--- config.mk ---
export PLATFORM = sky130hd
export DESIGN_NAME = cmd_parser
export DESIGN_NICKNAME = d
export VERILOG_FILES = /design/src/rtl/cmd_parser.sv
export SDC_FILE = /design/constraint.sdc
export NUM_CORES = 1
export LEC_CHECK = 0
export CAP_MARGIN = 20
export CORE_ASPECT_RATIO = 0.8
export CORE_MARGIN = 8
export CORE_UTILIZATION = 59
export DETAILED_ROUTE_END_ITERATION = 16
export GPL_TIMING_DRIVEN = 0
export PLACE_DENSITY = 0.89
export SLEW_MARGIN = 20
export SYNTH_ARGS = -nofsm -noshare
export SYNTH_HDL_FRONTEND = slang
export SYNTH_SLANG_ARGS = --single-unit
--- constraint.sdc ---
create_clock -name clk -period 4.32 [get_ports clk]
set_input_delay 0.432 -clock clk [delete_from_list [all_inputs] [get_ports clk]]
set_output_delay 0.432 -clock clk [all_outputs]
set_load 0.05 [all_outputs]
--- src/rtl/cmd_parser.sv ---
// ASCII command-line parser: turns "b"/"f" lines into component write transfers
// and "t" bytes into toggles of the shared tick.
module cmd_parser #(
  parameter int ID_W  = 2,
  parameter int IDX_W = 8,
  parameter int VAL_W = 64
) (
  input  logic             clk,
  input  logic             rst,
  input  logic             in_valid,
  input  logic [7:0]       in_data,
  output logic             in_ready,
  output logic             wr_valid,
  input  logic             wr_ready,
  output logic             wr_float,
  output logic [ID_W-1:0]  wr_id,
  output logic [IDX_W-1:0] wr_index,
  output logic [VAL_W-1:0] wr_value,
  output logic             tick,
  output logic             err
);

  localparam int CNT_W = $clog2(ID_W + 1);
  localparam logic [CNT_W-1:0] ID_FULL = CNT_W'(ID_W);
  localparam logic [7:0] CH_LF = 8'h0A;
  localparam logic [7:0] CH_CR = 8'h0D;
  localparam logic [7:0] CH_SP = 8'h20;

  typedef enum logic [2:0] {S_IDLE, S_SP1, S_ID, S_IDX, S_VAL, S_EMIT, S_SKIP} state_t;

  function automatic logic is_dec(input logic [7:0] c);
    return (c >= 8'h30) && (c <= 8'h39);
  endfunction

  function automatic logic is_bin(input logic [7:0] c);
    return (c == 8'h30) || (c == 8'h31);
  endfunction

  // Four bits of headroom: 10*acc+9 always fits, so overflow shows in the top nibble.
  function automatic logic [IDX_W+3:0] idx_mac(input logic [IDX_W-1:0] acc,
                                               input logic [3:0] d);
    logic [IDX_W+3:0] w;
    w = {4'd0, acc};
    return (w << 3) + (w << 1) + {{IDX_W{1'b0}}, d};
  endfunction

  function automatic logic [VAL_W-1:0] val_mac(input logic [VAL_W-1:0] acc,
                                               input logic [3:0] d);
    return (acc << 3) + (acc << 1) + {{(VAL_W-4){1'b0}}, d};
  endfunction

  state_t           state_q, state_d;
  logic             float_q, float_d;
  logic [ID_W-1:0]  id_q, id_d;
  logic [CNT_W-1:0] cnt_q, cnt_d;
  logic [IDX_W-1:0] idx_q, idx_d;
  logic [VAL_W-1:0] val_q, val_d;
  logic             have_q, have_d;
  logic             tick_q, tick_d;
  logic             err_q, err_d;

  logic             take;
  logic             bad;
  logic [3:0]       digit;
  logic [IDX_W+3:0] idx_next;

  assign in_ready = (state_q != S_EMIT);
  assign take     = in_valid && in_ready && (in_data != CH_CR);
  assign digit    = in_data[3:0];
  assign idx_next = idx_mac(idx_q, digit);

  assign wr_valid = (state_q == S_EMIT);
  assign wr_float = float_q;
  assign wr_id    = id_q;
  assign wr_index = idx_q;
  assign wr_value = val_q;
  assign tick     = tick_q;
  assign err      = err_q;

  always_ff @(posedge clk or negedge rst) begin
    if (!rst) begin
      state_q <= S_IDLE;
      float_q <= 1'b0;
      id_q    <= '0;
      cnt_q   <= '0;
      idx_q   <= '0;
      val_q   <= '0;
      have_q  <= 1'b0;
      tick_q  <= 1'b0;
      err_q   <= 1'b0;
    end else begin
      state_q <= state_d;
      float_q <= float_d;
      id_q    <= id_d;
      cnt_q   <= cnt_d;
      idx_q   <= idx_d;
      val_q   <= val_d;
      have_q  <= have_d;
      tick_q  <= tick_d;
      err_q   <= err_d;
    end
  end

  always_comb begin
    state_d = state_q;
    float_d = float_q;
    id_d    = id_q;
    cnt_d   = cnt_q;
    idx_d   = idx_q;
    val_d   = val_q;
    have_d  = have_q;
    tick_d  = tick_q;
    err_d   = 1'b0;
    bad     = 1'b0;

    if (state_q == S_EMIT) begin
      if (wr_ready) state_d = S_IDLE;
    end else if (take) begin
      case (state_q)
        S_IDLE: begin
          if (in_data == "b" || in_data == "f") begin
            float_d = (in_data == "f");
            id_d    = '0;
            cnt_d   = '0;
            idx_d   = '0;
            val_d   = '0;
            have_d  = 1'b0;
            state_d = S_SP1;
          end else if (in_data == "t") begin
            tick_d = ~tick_q;
          end else if (in_data == "h") begin
            state_d = S_SKIP;
          end else if (in_data != CH_LF && in_data != CH_SP) begin
            bad = 1'b1;
          end
        end
        S_SP1: begin
          if (in_data == CH_SP) state_d = S_ID;
          else                  bad = 1'b1;
        end
        S_ID: begin
          if (is_bin(in_data)) begin
            if (cnt_q == ID_FULL) begin
              bad = 1'b1;
            end else begin
              id_d  = ID_W'({id_q, in_data[0]});
              cnt_d = cnt_q + CNT_W'(1);
            end
          end else if (in_data == CH_SP && cnt_q != '0 && id_q != '1) begin
            state_d = S_IDX;
          end else begin
            bad = 1'b1;
          end
        end
        S_IDX: begin
          if (is_dec(in_data)) begin
            if (idx_next[IDX_W+3:IDX_W] != 4'd0) begin
              bad = 1'b1;
            end else begin
              idx_d  = idx_next[IDX_W-1:0];
              have_d = 1'b1;
            end
          end else if (in_data == CH_SP && have_q) begin
            have_d  = 1'b0;
            state_d = S_VAL;
          end else begin
            bad = 1'b1;
          end
        end
        S_VAL: begin
          if (float_q && is_dec(in_data)) begin
            val_d  = val_mac(val_q, digit);
            have_d = 1'b1;
          end else if (!float_q && is_bin(in_data)) begin
            val_d  = {val_q[VAL_W-2:0], in_data[0]};
            have_d = 1'b1;
          end else if (in_data == CH_LF && have_q) begin
            state_d = S_EMIT;
          end else begin
            bad = 1'b1;
          end
        end
        S_SKIP: begin
          if (in_data == CH_LF) state_d = S_IDLE;
        end
        default: state_d = S_IDLE;
      endcase

      // A malformed LF already ends the line, so there is nothing left to skip.
      if (bad) begin
        err_d   = 1'b1;
        state_d = (in_data == CH_LF) ? S_IDLE : S_SKIP;
      end
    end
  end

endmodule

==> impl_metrics.tcl <==
set metrics [dict create \
    slowest_stage "fa_1" \
    use_met3_pct 6.25 \
    swShare_pct 40.0 \
    layout.area.seq_um2 2080 \
    slew_headroom_pct 36.4 \
    multi_input_comb_area_um2 6350 \
    root_buffer "clkbuf_16" \
    drt_drc_violations_left 0 \
    clock_path_buffers 2 \
    critPathArrivalTime_ns 4.36 \
    crit_chain "fa_1, fa_1, a211oi_1, o21ai_2, a21oi_1, or4b_4, a2111o_1, o31ai_4, a21oi_2, o21bai_4, a31oi_1, xor2_1, o21ai_1" \
    clkTransAtPathRegs_ns 0.06 \
    clock_latency_ns 0.36 \
    use_met1_pct 36.7 \
    p_switching_w 0.00107 \
    max_stage_delay_ns 0.62 \
    diodes 0 \
    ys_async_sr_fraction_pct 100 \
    num_io_pins 91 \
    grt_max_degree 56 \
    grt_pass1_vias 8383 \
    nNetsFinal 1370 \
    antenna_found_initial 0 \
    p_leak_nw 4.79 \
    grt_remaining_overflow 0 \
    grt_pass1_wl_mm 42.3 \
    wl_per_cell_um 18.5 \
    period_share_pct 95.8 \
    postLayoutCoreUtil_pct 71.2 \
    drt_iter0_markers 1071 \
    wirelength_mm 25.9 \
    power_frac_comb_pct 36.1 \
    r2r_start "wr_value[0]" \
    path_class "flip-flop to flip-flop" \
    synth_top_cell_area_share_pct 23.8 \
    h-tree-depth 3 \
    num-fill-cells 1153 \
    vias 8972 \
    synth_edf_count 0 \
    worst_ep_required_time_ns 4.54 \
    core-area_um2 14300 \
    synth_area_per_cell_um2 7.85 \
    worst_pin_slew_ns 0.946 \
    place.gp.congestion 0.972 \
    yosysWarnings 0 \
    synthFlopType "dfrtp_1" \
    syn-num-nets 1266 \
    crit_path_frequent_cell "fa_1" \
    p_per_area_nw_per_um2 261 \
    setup_violations 0 \
    io_buffers 90 \
    initial_core_util_pct 60.8 \
    rr_endpoint "wr_value[56]" \
    syn-cell-area_um2 8720 \
    worst_r2r_path_depth 13 \
    synth_seq_cells 83 \
    crit_path_start_kind "flip-flop" \
    cp_num_buf_inv 0 \
    p_int_w 0.00160 \
    grt_setup_unrepaired "false" \
    grt_busiest_layer "met2" \
    synthesis.instances 1111 \
    hold_class "input port to asynchronous set/reset pin" \
    grt_usage_pct 26.4 \
    path_max_fanout 5 \
    path_delay_family "compound AO/OA/AOI/OAI gates" \
    finalHoldViolCount 0 \
    ys_top_cells_by_area "dfrtp_1 (24%), ha_1 (20%), a21oi_1 (7.3%), nand2_1 (6.4%), o21ai_0 (5.9%)" \
    seqPwrFrac_pct 33.7 \
    die_x_um 152 \
    row_count 39 \
    final-max-slew-violation-count 0 \
    outcome "finished clean" \
    area_delta_synth_final_pct 17.1 \
    tns_ns 0 \
    postRouteAntennaNets 0 \
    die_height_um 125 \
    yosys-top-cells-count "nand2_1 (148), ha_1 (139), a21oi_1 (127)" \
    viasPerCell 6.39 \
    skew_ns 0.0100 \
    cts_buffers 9 \
    endpoint_kind "flip-flop" \
    first_pass_iters 6 \
    worst_ir_drop_vdd_mv 0.230 \
    cts_sinks 83 \
    reg2reg_slack_ns 0.18 \
    hpwl_mm 20.0 \
    fp.dieArea_um2 19000 \
    drive_gt1_share_pct 4.10 \
    p_clk_share_pct 30.2 \
    synth_cell_types 65 \
    yosys.area.top_type "dfrtp_1" \
    ys_seq_area_share_pct 23.8 \
    gr-usage-met2_pct 40.3 \
    place_area_um2 9880 \
    yosysMostFrequentCell "nand2_1" \
    tritoncts "built" \
    min_period_ns 4.14 \
    maxCapViolCount 0 \
    fmax_mhz 242 \
    design_area_um2 10200 \
]
==> layer usage <==
layer / up-vias / share of wire, %
met2: 428 / 44
li1: 4259 / -
met5: - / 0
met1: 4248 / 46
met4: 0 / 1.5
met3: 37 / 9.1
==> how the worst max path moves through the flow <==
stage           startpoint            to  slack (ns)  cells after the start
6_report       wr_value[0]  wr_value[56]        0.18                     13
3_3_place_gp    in_data[3]  wr_value[62]       -0.58                     14
2_1_floorplan  wr_value[0]  wr_value[60]        0.43                     13
5_1_grt        wr_value[0]  wr_value[56]        0.04                     13
4_1_cts         in_data[1]  wr_value[60]       0.007                     15
3_5_place_dp    in_data[3]  wr_value[62]       -0.61                     14
==> per-stage QoR <==
stage | total power (W) | hold slack [ns] | setup WS [ns] | instances
2_1_floorplan | 0.00153 | 0.136 | 0.435 | 1111
3_3_place_gp | 0.00181 | 0.459 | -0.583 | 1385
3_5_place_dp | 0.00183 | 0.396 | -0.609 | 1386
4_1_cts | 0.00265 | 0.0140 | 0.00734 | 1402
5_1_grt | 0.00278 | 0.0364 | 0.0398 | 1404
6_report | 0.00266 | 0.00700 | 0.182 | 1404
==> final cells by class <==
type,instances,area share [%]
plain buffers,52,2.01
clock buffers,12,2.41
clock inverters,4,0.490
inverters,29,1.07
multi-input cells,947,62.2
flip-flops and latches,83,20.3
well taps,184,2.25
repair buffers,93,9.21
==> what timing repair did <==
| item | CTS | global route |
|---|---|---|
| pin swaps | 0 | 3 |
| setup endpoints to repair | 14 | 16 |
| resized for setup | 5 | 6 |
| cloned | 0 | 0 |
| hold buffers | 0 | 0 |
| setup buffers | 0 | 2 |
==> kinds of logic after synthesis <==
kind of cell | after synthesis | synth area share (%)
multiplexers | 6 | 0.760
buffers and inverters | 81 | 3.59
AO/OA/AOI/OAI | 374 | 26.2
adder cells (fa/ha/maj) | 143 | 20.9
flip-flops | 83 | 23.8
XOR/XNOR | 62 | 6.23
AND/OR/NAND/NOR | 362 | 18.5
==> power groups by stage <==
stage | logic (W) | clock network (W) | registers [W]
after floorplan | 0.000531 | 0 | 0.00100
after global placement | 0.000899 | 0 | 0.000907
after detailed placement | 0.000927 | 0 | 0.000905
after CTS | 0.000940 | 0.000814 | 0.000893
after global routing | 0.00104 | 0.000842 | 0.000900
final | 0.000960 | 0.000805 | 0.000897
==> registers in the layout, indices dropped and copies added, names as in the netlist <==
name and cells:
cnt_q 2, wr_value 64, wr_id 2, tick 1, wr_index 8, state_q 3, have_q 1, wr_float 1
err 1
==> cells in the final DEF, fill, tap and decap left out, types with 4 or more instances in the layout <==
cell type	synthesis	final
clkdlybuf4s50_1	0	86
o21ai_0	103	101
dfrtp_1	83	83
nand3_1	27	27
mux2_2	5	5
a221oi_1	5	5
and2_1	4	4
buf_4	1	4
fa_1	4	4
o21a_1	8	8
and3_1	4	4
nand2b_1	4	4
a31oi_1	5	5
inv_1	29	29
o21bai_1	12	12
ha_1	139	139
a22oi_1	19	19
o31ai_1	9	9
o21ai_1	5	5
nor3_1	17	17
clkbuf_16	0	9
nand2_1	148	148
nor2b_1	8	8
xnor2_1	43	43
or2_2	6	6
xor2_1	19	19
nand4_1	16	16
o22ai_1	4	4
a21o_1	35	35
buf_2	4	4
a21oi_1	127	127
a211oi_1	9	8
clkbuf_1	46	47
nor4_1	6	6
nor2_1	104	104
Power figures use the tool's default switching activity.
